===== src/rtl/seq_mult_mxn.sv =====
// Sequential shift-add multiplier: M-bit x N-bit -> (M+N)-bit product using one
// (M+1)-bit adder over N cycles, with unsigned or two's-complement operands.
module seq_mult_mxn #(
    parameter int M  = 4,
    parameter int N  = 4,
    parameter int CW = $clog2(N + 1)
) (
    input  logic             clk,
    input  logic             reset,
    input  logic             start,
    input  logic             sgn,
    input  logic [M-1:0]     A,
    input  logic [N-1:0]     B,
    output logic             busy,
    output logic             done,
    output logic [M+N-1:0]   P
);

    typedef enum logic {IDLE, RUN} state_t;

    state_t         state;
    logic [M-1:0]   mcand;
    logic [N-1:0]   mplier;
    logic [M:0]     acc;
    logic [CW-1:0]  count;
    logic           neg;

    logic [M:0]     sum;
    logic [M+N:0]   shifted;

    // Signed operands are multiplied as magnitudes; the most-negative value
    // still fits as an unsigned M-bit (or N-bit) magnitude.
    function automatic logic [M-1:0] mag_a(input logic [M-1:0] v, input logic s);
        logic [M-1:0] nv;
        nv = -v;
        return (s && v[M-1]) ? nv : v;
    endfunction

    function automatic logic [N-1:0] mag_b(input logic [N-1:0] v, input logic s);
        logic [N-1:0] nv;
        nv = -v;
        return (s && v[N-1]) ? nv : v;
    endfunction

    function automatic logic [M+N-1:0] apply_sign(input logic [M+N-1:0] v, input logic n);
        logic [M+N-1:0] nv;
        nv = -v;
        return n ? nv : v;
    endfunction

    always_comb begin
        sum     = acc + (mplier[0] ? {1'b0, mcand} : '0);
        shifted = {sum, mplier} >> 1;
    end

    always_ff @(posedge clk or posedge reset) begin
        if (reset) begin
            state  <= IDLE;
            mcand  <= '0;
            mplier <= '0;
            acc    <= '0;
            count  <= '0;
            neg    <= 1'b0;
            busy   <= 1'b0;
            done   <= 1'b0;
            P      <= '0;
        end else begin
            case (state)
                IDLE: begin
                    done <= 1'b0;
                    if (start) begin
                        mcand  <= mag_a(A, sgn);
                        mplier <= mag_b(B, sgn);
                        neg    <= sgn & (A[M-1] ^ B[N-1]);
                        acc    <= '0;
                        count  <= '0;
                        busy   <= 1'b1;
                        state  <= RUN;
                    end
                end
                RUN: begin
                    acc    <= shifted[M+N:N];
                    mplier <= shifted[N-1:0];
                    count  <= count + 1'b1;
                    // Last iteration: the low M+N bits of the shifted pair are the magnitude.
                    if (count == CW'(N - 1)) begin
                        P     <= apply_sign(shifted[M+N-1:0], neg);
                        done  <= 1'b1;
                        busy  <= 1'b0;
                        state <= IDLE;
                    end
                end
            endcase
        end
    end

endmodule


===== config.mk =====
export PLATFORM = sky130hd
export DESIGN_NAME = seq_mult_mxn
export DESIGN_NICKNAME = d
export VERILOG_FILES = /design/src/rtl/seq_mult_mxn.sv
export SDC_FILE = /design/constraint.sdc
export NUM_CORES = 1
export LEC_CHECK = 0
export BUFFER_PORTS_ARGS = -buffer_cell sky130_fd_sc_hd__buf_2
export CORE_MARGIN = 2
export CORE_UTILIZATION = 35
export CTS_CLUSTER_DIAMETER = 50
export DETAILED_ROUTE_END_ITERATION = 6
export MAX_ROUTING_LAYER = met4
export PLACE_DENSITY_LB_ADDON = 0.2
export SLEW_MARGIN = 20
export SYNTH_ARGS = -nofsm -noshare
export SYNTH_HDL_FRONTEND = slang
export SYNTH_SLANG_ARGS = --single-unit

===== constraint.sdc =====
create_clock -name clk -period 3.33 [get_ports clk]
set_input_delay 0.1665 -clock clk [delete_from_list [all_inputs] [get_ports clk]]
set_output_delay 0.1665 -clock clk [all_outputs]
set_load 0.03 [all_outputs]

After elaboration in Yosys (flattened, before gate mapping)
Cells that the tools add are included.
{"block": "totals", "regBits": 28, "out_inout_bits": 10, "wordCells": 43}
{"block": "op_classes", "bitwise_logic": 3, "n_mux": 18, "addsub": 5, "n_eq_ne": 3, "n_reduce_logical": 5}
{"op": "two-way mux 4 bit", "n": 4}
{"op": "case mux 5 bit (2 select lines)", "n": 1}
{"op": "two-way mux 8 bit", "n": 1}
{"op": "negation 4 bit", "n": 2}
{"op": "negation 8 bit", "n": 1}
{"op": "case mux 4 bit (2 select lines)", "n": 1}
{"op": "case mux 1 bit (2 select lines)", "n": 3}
{"op": "case mux 3 bit (2 select lines)", "n": 1}
{"op": "AND reduction 2 bit", "n": 3}
{"op": "adder 5 x 4 -> 5 bit", "n": 1}
{"op": "two-way mux 1 bit", "n": 5}
{"op": "two-way mux 5 bit", "n": 1}
{"op": "adder 3 x 1 -> 3 bit (second input constant)", "n": 1}
{"op": "== test 3 x 2 -> 1 bit (second input constant)", "n": 1}
{"op": "two-way mux 3 bit", "n": 1}
{"op": "logical AND 1 bit", "n": 2}
{"op": "!= test 2 x 1 -> 1 bit (second input constant)", "n": 1}
{"op": "!= test 2 bit (second input constant)", "n": 1}
{"op": "bitwise AND 1 bit", "n": 1}
{"op": "NOT 1 bit", "n": 1}
{"op": "bitwise XOR 1 bit", "n": 1}

Logic depth before layout (Yosys ltp)
Gate-level depths: netlist of the first run.
{"block": "depth", "ltp_word": 4, "mapped_depth": 7}

Least setup slack after synthesis of the first run
No wires, ideal clock.
{"block": "synth_timing", "path_type": "register to register", "startpoint": "register mplier[0]", "endpoint": "register P[7]", "arrival_time_ns": 2.257, "setup_ns": 0.087, "path_stages_with_launch": 7, "path_slack_ns": 0.986, "path_buffers": 0, "path_cell_list": "dfrtp_1 > and2_1 > ha_1 > fa_1 > or4_4 > or3b_1 > o211ai_1"}
{"block": "synth_between", "elab_chain_cells": 4}
{"element": "start: declaration", "line": "23", "text": "logic [N-1:0] mplier;"}
{"element": "start signal: assignment", "line": "73", "text": "mplier <= mag_b(B, sgn);"}
{"element": "start signal: assignment", "line": "83", "text": "mplier <= shifted[N-1:0];"}
{"element": "two-way mux 4 bit *", "line": "52", "text": "sum = acc + (mplier[0] ? {1'b0, mcand} : '0);"}
{"element": "adder 5 x 4 -> 5 bit *", "line": "52"}
{"element": "negation 8 bit", "line": "47", "text": "nv = -v;"}
{"element": "two-way mux 8 bit *", "line": "48", "text": "return n ? nv : v;"}
{"element": "end signal: assignment", "line": "87", "text": "P <= apply_sign(shifted[M+N-1:0], neg);"}
{"element": "end: declaration", "line": "16", "text": "output logic [M+N-1:0] P"}
Mark *: on every way between the ends. The rest lies on a longest branch, timed or not.
A chain may end at the register's enable or synchronous reset.

Worst setup path after layout of the first run
Same ends and word-level chain as after synthesis.

==> results of run 1 <==
final cells by class:
class / count / area, µm²
sequential: 27 / 676
timing repair buffer: 21 / 105
clock buffer: 4 / 45.0
fill: 419 / 2370
inverter: 9 / 33.8
multi-input combinational: 113 / 767
tap: 50 / 62.6
flip-flops by register name (all words and copies together), names as in the netlist:
signal  cells
count       3
state       1
done        1
P           8
neg         1
mplier      4
busy        1
acc         4
mcand       4
synth_stat cells, types with 2 or more instances:
| cell type | n |
|---|---|
| ha_1 | 9 |
| a21oi_1 | 2 |
| and2_1 | 6 |
| a22o_1 | 5 |
| xnor2_1 | 2 |
| or3_1 | 2 |
| or2_1 | 2 |
| nand2_1 | 23 |
| o31ai_1 | 5 |
| nor2b_1 | 2 |
| nor2_1 | 7 |
| dfrtp_1 | 27 |
| o21ai_0 | 18 |
| inv_1 | 9 |
| clkbuf_1 | 5 |
| a21o_1 | 2 |
| nand3_1 | 3 |
| mux2i_1 | 4 |
| xor2_1 | 5 |
| nand2b_1 | 3 |
where the power goes:
part | switching [mW] | total (mW) | internal (mW) | leakage (nW)
logic | 0.355 | 0.625 | 0.270 | 0.502
registers | 0.113 | 0.571 | 0.459 | 0.344
clock network | 0.102 | 0.187 | 0.0857 | 0.0228
critical path, stage by stage, from the launching register on:
cell and delay (ps):
dfrtp_1 420, and2_1 170, ha_1 200, fa_1 530, or4_4 570, or3b_1 360
o211ai_1 160
path summary, 6_finish.rpt:
check                           from   endpoint  slack [ps]  cells after the start
setup / recovery           mplier[0]       P[7]         850                      6
hold / removal                 reset  mplier[1]         -30                      2
setup reg to reg           mplier[0]       P[7]         850                      6
hold reg to reg                 P[5]       P[5]         480                      2
max in group asynchronous      reset     acc[3]        2920                      2
min in group clk                A[3]   mcand[3]         160                      3
per-layer routing:
layer | vias to the layer above | track usage [%] | wire, µm
li1 | 580 | - | -
met1 | 547 | 17.1 | 1370
met2 | 25 | 20.0 | 1300
met3 | 2 | 2.18 | 114
met4 | 0 | 6.10 | 34
met5 | - | - | 0
cells by family (layout without fill, tap and decap cells):
family | after synthesis | in the layout | share of synthesized area [%]
xor+xnor | 8 | 8 | 5.59
flops | 27 | 27 | 45.1
fa+ha+maj | 10 | 10 | 8.85
compound gates | 38 | 38 | 16.4
buf+inv | 15 | 34 | 3.76
mux | 4 | 4 | 2.67
simple gates | 53 | 53 | 17.7
placed cells by master (no fill, tap or decap), types with 2 or more instances in the layout:
cell / n
nor2_1: 7
a21o_1: 2
ha_1: 9
a22o_1: 5
nand3_1: 3
or3_1: 2
and2_1: 6
o21ai_0: 18
dfrtp_1: 27
mux2i_1: 4
xnor2_1: 2
a21oi_1: 2
inv_1: 8
or2_1: 2
nand2_1: 23
nor2b_1: 2
nand2b_1: 3
clkbuf_8: 3
xor2_1: 5
buf_2: 21
o31ai_1: 5
==> results.tsv, run 1 <==
stage	metric	value	unit
clock_tree	post_cts_buffers	0	
grt	grt_pass1_vias	1110	
route	ant_nets	0	
setup_path	criticalPathCategory	reg2reg	
clock_tree	cts_resized	0	
finish	num-nets-final	197	
setup_path	arrival	2670	ps
clock_tree	htree_levels	1	
route	drtPass1Iterations	4	
yosys	synth_area	0.00150	mm²
grt	grt_start_max_net_pins	28	
clock_tree	postCtsHoldBufs	0	
timing	holdWs	-28.7	ps
timing	rsz0062_at_grt	no	
power_and_ir_drop	power	1.38	mW
power_and_ir_drop	p_per_area	819	mW/mm²
finish	drive_gt1_share	15.5	%
flow_run	maxCapViolCount	0	
status	violations	negative hold slack	
clock_tree	cts.sinks	27	
grt	antenna_found_initial	0	
yosys	synthCells	155	
yosys	avgSynthCellArea	9.67	µm²
setup_path	worstPathMaxFanout	5	
yosys	synth.area.top_cells	dfrtp_1, ha_1, o21ai_0	
clock_tree	clk_path_buf_depth	2	
clock_tree	clkLatencyLatePin	270	ps
die	core_area	0.00406	mm²
grt	track_usage	13.1	%
clock_tree	tritoncts	built	
route	wl_per_cell	12.6	µm
yosys	synth_top_area_cell	dfrtp_1	
yosys	yosys_warnings	0	
timing	hold_violations	27	
finish	design_area	0.00169	mm²
timing	tightest_slew	942	ps
timing	fin_crit_sh	74.4	%
placement	post-place-ws	878	ps
route	detailedRoute.firstIterationViolations	67	
power_and_ir_drop	irDropWorstVdd	250	µV
route	drc	0	
clock_tree	root_buffer	clkbuf_8	
route	vias_per_cell	5.15	
route	vias	1154	
placement	dp_cells	220	
yosys	yosysTopAreaCellShare	45.1	%
timing	setup_viol_count_final	0	
timing	min_period	2480	ps
placement	portBuffers	21	
clock_tree	clk_pin_slew	100	ps
die	die_w	69.4	µm
yosys	ys_types	34	
placement	place.gp.congestion	0.774	
placement	post_dp_cell_area	0.00164	mm²
timing	fin_skew	6.69	ps
clock_tree	cts_buffers	3	
status	outcome	finished, violations left	
setup_path	cp-start-kind	flip-flop	
yosys	synth_seq_area_share	45.1	%
finish	utilization	41.6	%
setup_path	crit_required	3520	ps
yosys	ys.flop_type	dfrtp_1	
timing	setup_slack	853	ps
grt	grt_pass1_wl	5090	µm
finish	n_antenna_cell	0	
route	routed_wl	2810	µm
timing	drv_slew	0	
finish	area_growth	12.7	%
die	rows	23	
power_and_ir_drop	total_leakage_power	0.868	nW
die	die_area	0.00482	mm²
die	ios	22	
yosys	synth-seq-cells	27	
yosys	synth_nets	177	
worst_hold_path	hp-class	in2async	
grt	overflow	0	
timing	fmax	0.404	GHz
placement	dp_hpwl	2150	µm
yosys	synth-edff-count	0	
setup_path	cp-end-kind	flip-flop	
yosys	synth-async-reset-ratio	100	%
die	start_util	36.9	%
timing	tns	0	ps
die	die_y	69.4	µm
timing	max_slew_margin	36.8	%
finish	layoutNonFillerInstCount	224	
Note: power is estimated with default switching activity, not from simulation.
==> run 2: changes to the inputs <==
--- a/config.mk
+++ b/config.mk
@@ -5,6 +5,7 @@
 export SDC_FILE = /design/constraint.sdc
 export NUM_CORES = 1
 export LEC_CHECK = 0
+export ABC_AREA = 1
 export BUFFER_PORTS_ARGS = -buffer_cell sky130_fd_sc_hd__buf_2
 export CORE_MARGIN = 2
 export CORE_UTILIZATION = 35
==> constraint.sdc (replaced) <==
create_clock -name clk -period 2.1 [get_ports clk]
set_input_delay 0.105 -clock clk [delete_from_list [all_inputs] [get_ports clk]]
set_output_delay 0.105 -clock clk [all_outputs]
set_load 0.03 [all_outputs]
==> run 2 against run 1 <==
The flow now finishes without violations. Largest cell class unchanged. Global-route usage barely moved. Via count rose by 1.0%. Synthesized cell count rose by 15%.
==> results.tsv, run 2 <==
stage	metric	value	unit	change
grt	track_usage	13.1	%	-0.041 points
placement	portBuffers	21		unchanged
finish	num-nets-final	228		+16%
power_and_ir_drop	power.switching	1.08	mW	+91%
placement	post_dp_cell_area	0.00168	mm²	+2.0%
yosys	yosys_warnings	0		unchanged
finish	final_cell_mix	nand2_1, dfrtp_1, buf_2		
finish	n_antenna_cell	0		unchanged
yosys	synth_common_cells	nand2_1, dfrtp_1, inv_1, o21ai_1, nor2_1		
yosys	synth.area.top_cells	dfrtp_1, nand2_1, ha_1		
placement	dp_cells	249		+13%
yosys	synthXorXnorAreaFrac	3.46	%	-2.1 points
yosys	synth.mux.area_fraction	0	%	-2.7 points
die	die_area	0.00488	mm²	+1.2%
clock_tree	cts_resized	0		unchanged
die	rows	23		unchanged
yosys	synthCells	179		+15%
route	detailedRoute.firstIterationViolations	56		-16%
yosys	synth-compound-area-share	12.3	%	-4.1 points
worst_hold_path	hp-class	in2reg		
grt	grt_pass1_wl	4950	µm	-2.7%
finish	top_register	P		
timing	hold_violations	0		-100%
clock_tree	root_buffer	clkbuf_8		
setup_path	crit_required	2280	ps	-1240 ps
clock_tree	clk_pin_slew	90	ps	about the same
power_and_ir_drop	power	2.41	mW	+74%
clock_tree	clk_path_buf_depth	2		unchanged
yosys	avgSynthCellArea	8.48	µm²	-12%
yosys	synth_seq_area_share	44.5	%	-0.56 points
timing	tns	0	ps	unchanged
finish	area_growth	14.7	%	
timing	fmax	0.525	GHz	+30%
yosys	synth-async-reset-ratio	100	%	unchanged
timing	max_slew_margin	67.0	%	+30 points
yosys	synth_most_common_cell	nand2_1		
yosys	synth_nets	201		+14%
setup_path	cp-start-kind	flip-flop		
placement	place.gp.congestion	0.744		-4.0%
setup_path	arrival	2080	ps	-590 ps
finish	layoutNonFillerInstCount	255		+14%
grt	antenna_found_initial	0		unchanged
timing	tightest_slew	495	ps	-447 ps
power_and_ir_drop	total_leakage_power	0.925	nW	+6.5%
timing	fin_crit_sh	90.6	%	+16 points
setup_path	path_cells	nand2_1 > inv_1 > ha_1 > fa_1 > nor2_1 > nand3_1 > nor2_2 > nand3_2 > nand2_1 > nand2_1 > nand3_1 > nand2_1		
yosys	ys.flop_type	dfrtp_1		
route	routed_wl	2940	µm	+4.5%
setup_path	worstPathMaxFanout	3		-2
timing	min_period	1900	ps	-574 ps
finish	drive_gt1_share	22.4	%	+6.9 points
yosys	synth-edff-count	0		unchanged
power_and_ir_drop	irDropWorstVdd	355	µV	+42%
power_and_ir_drop	power_frac_seq	37.8	%	-3.5 points
grt	overflow	0		unchanged
power_and_ir_drop	pwr-share-clk	12.5	%	-1.0 points
finish	layout_commonest_cell	nand2_1		
die	die_y	69.9	µm	+0.59%
finish	utilization	42.6	%	+0.96 points
route	drtPass1Iterations	4		unchanged
clock_tree	clkLatencyLatePin	270	ps	about the same
route	vias_per_cell	4.57		-11%
yosys	synth-seq-cells	27		unchanged
finish	design_area	0.00174	mm²	+3.0%
placement	post-place-ws	165	ps	-712 ps
route	ant_nets	0		unchanged
clock_tree	tritoncts	built		
timing	rsz0062_at_grt	no		
route	drc	0		unchanged
yosys	ys_types	27		-21%
clock_tree	cts_buffers	3		unchanged
yosys	synth_top_family_by_area	simple AND/OR/NAND/NOR gates		
die	core_area	0.00409	mm²	+0.71%
finish	largest_reg_flops	8		unchanged
setup_path	criticalPathCategory	reg2reg		
placement	dp_hpwl	2300	µm	+6.9%
timing	setup_viol_count_final	0		unchanged
die	start_util	37.1	%	+0.20 points
setup_path	crit_slowest_cell	fa_1		
clock_tree	htree_levels	1		unchanged
die	ios	22		unchanged
timing	fin_skew	1.94	ps	-4.75 ps
setup_path	crit_top_cell	nand2_1		
yosys	synthSimpleGateAreaFrac	22.8	%	+5.1 points
setup_path	cp-end-kind	flip-flop		
power_and_ir_drop	pwr-share-comb	49.7	%	+4.5 points
setup_path	cp_slowest_stage_delay	460	ps	-110 ps
power_and_ir_drop	sw_frac_of_total	45.0	%	+3.9 points
grt	grt_start_max_net_pins	28		unchanged
yosys	synth_top_area_cell	dfrtp_1		
die	die_w	69.9	µm	+0.59%
power_and_ir_drop	internal-power	1.32	mW	+62%
timing	holdWs	96.3	ps	+125 ps
grt	grt_pass1_vias	1084		-2.3%
timing	drv_slew	0		unchanged
yosys	synthAdderAreaFrac	8.74	%	-0.11 points
yosys	yosysTopAreaCellShare	44.5	%	-0.56 points
yosys	synth_area	0.00152	mm²	+1.3%
flow_run	maxCapViolCount	0		unchanged
route	wl_per_cell	11.5	µm	-8.2%
timing	setup_slack	197	ps	-656 ps
power_and_ir_drop	p_per_area	1380	mW/mm²	+69%
clock_tree	cts.sinks	27		unchanged
status	outcome	complete, no violations		
route	vias	1166		+1.0%
==> run 2: timing repair <==
| action | in CTS | in global routing |
|---|---|---|
| hold buffers | 1 | 0 |
| buffers inserted | 0 | 1 |
| endpoints found under the hold margin | 27 | 0 |
| setup endpoints to repair | 0 | 1 |
==> run 2: metal layers <==
metal | vias up | GRT usage (%) | share of wire [%]
li1 | 636 | - | -
met1 | 501 | 17.3 | 52
met2 | 24 | 20.1 | 43
met3 | 5 | 2.16 | 3.9
met4 | 0 | 5.13 | 1.7
met5 | - | - | 0
==> run 2: final cells by class <==
type,count,area (µm²)
inverters,27,101
fillers,436,2350
clock inverters,1,5.00
well taps,50,62.6
multi-input cells,122,717
clock buffers,3,41.3
repair buffers,25,138
flip-flops and latches,27,676
==> run 2: worst max-delay path: cells and delay by family, from the launching register on <==
kind	cells	cell delay, ps
fa+ha+maj	2	670
buf+inv	1	40
flops	1	410
simple gates	9	710
==> run 2: power groups by stage <==
stage / clock (mW) / sequential [mW] / combinational, mW
final: 0.301 / 0.910 / 1.19
after global routing: 0.338 / 0.943 / 1.35
after CTS: 0.314 / 0.914 / 1.20
after detailed placement: 0 / 0.924 / 1.20
after global placement: 0 / 0.921 / 1.19
after floorplan: 0 / 1.02 / 0.834
==> run 2: final timing paths <==
| check | from | to | cells past startpoint | slack, ps |
|---|---|---|---|---|
| worst max-delay path | mplier[0] | P[7] | 12 | 200 |
| worst min-delay path | A[0] | mcand[0] | 3 | 100 |
| worst max register to register | mplier[0] | P[7] | 12 | 200 |
| worst min register to register | P[6] | P[6] | 2 | 480 |
| max in group asynchronous | reset | acc[3] | 4 | 1420 |
| min in group asynchronous | reset | P[2] | 4 | 430 |
==> run 2: logic make-up after synthesis <==
logic type / Yosys count
AND/OR/NAND/NOR: 74
AO/OA/AOI/OAI: 32
buffers and inverters: 30
flip-flops: 27
adder cells (fa/ha/maj): 10
XOR/XNOR: 6
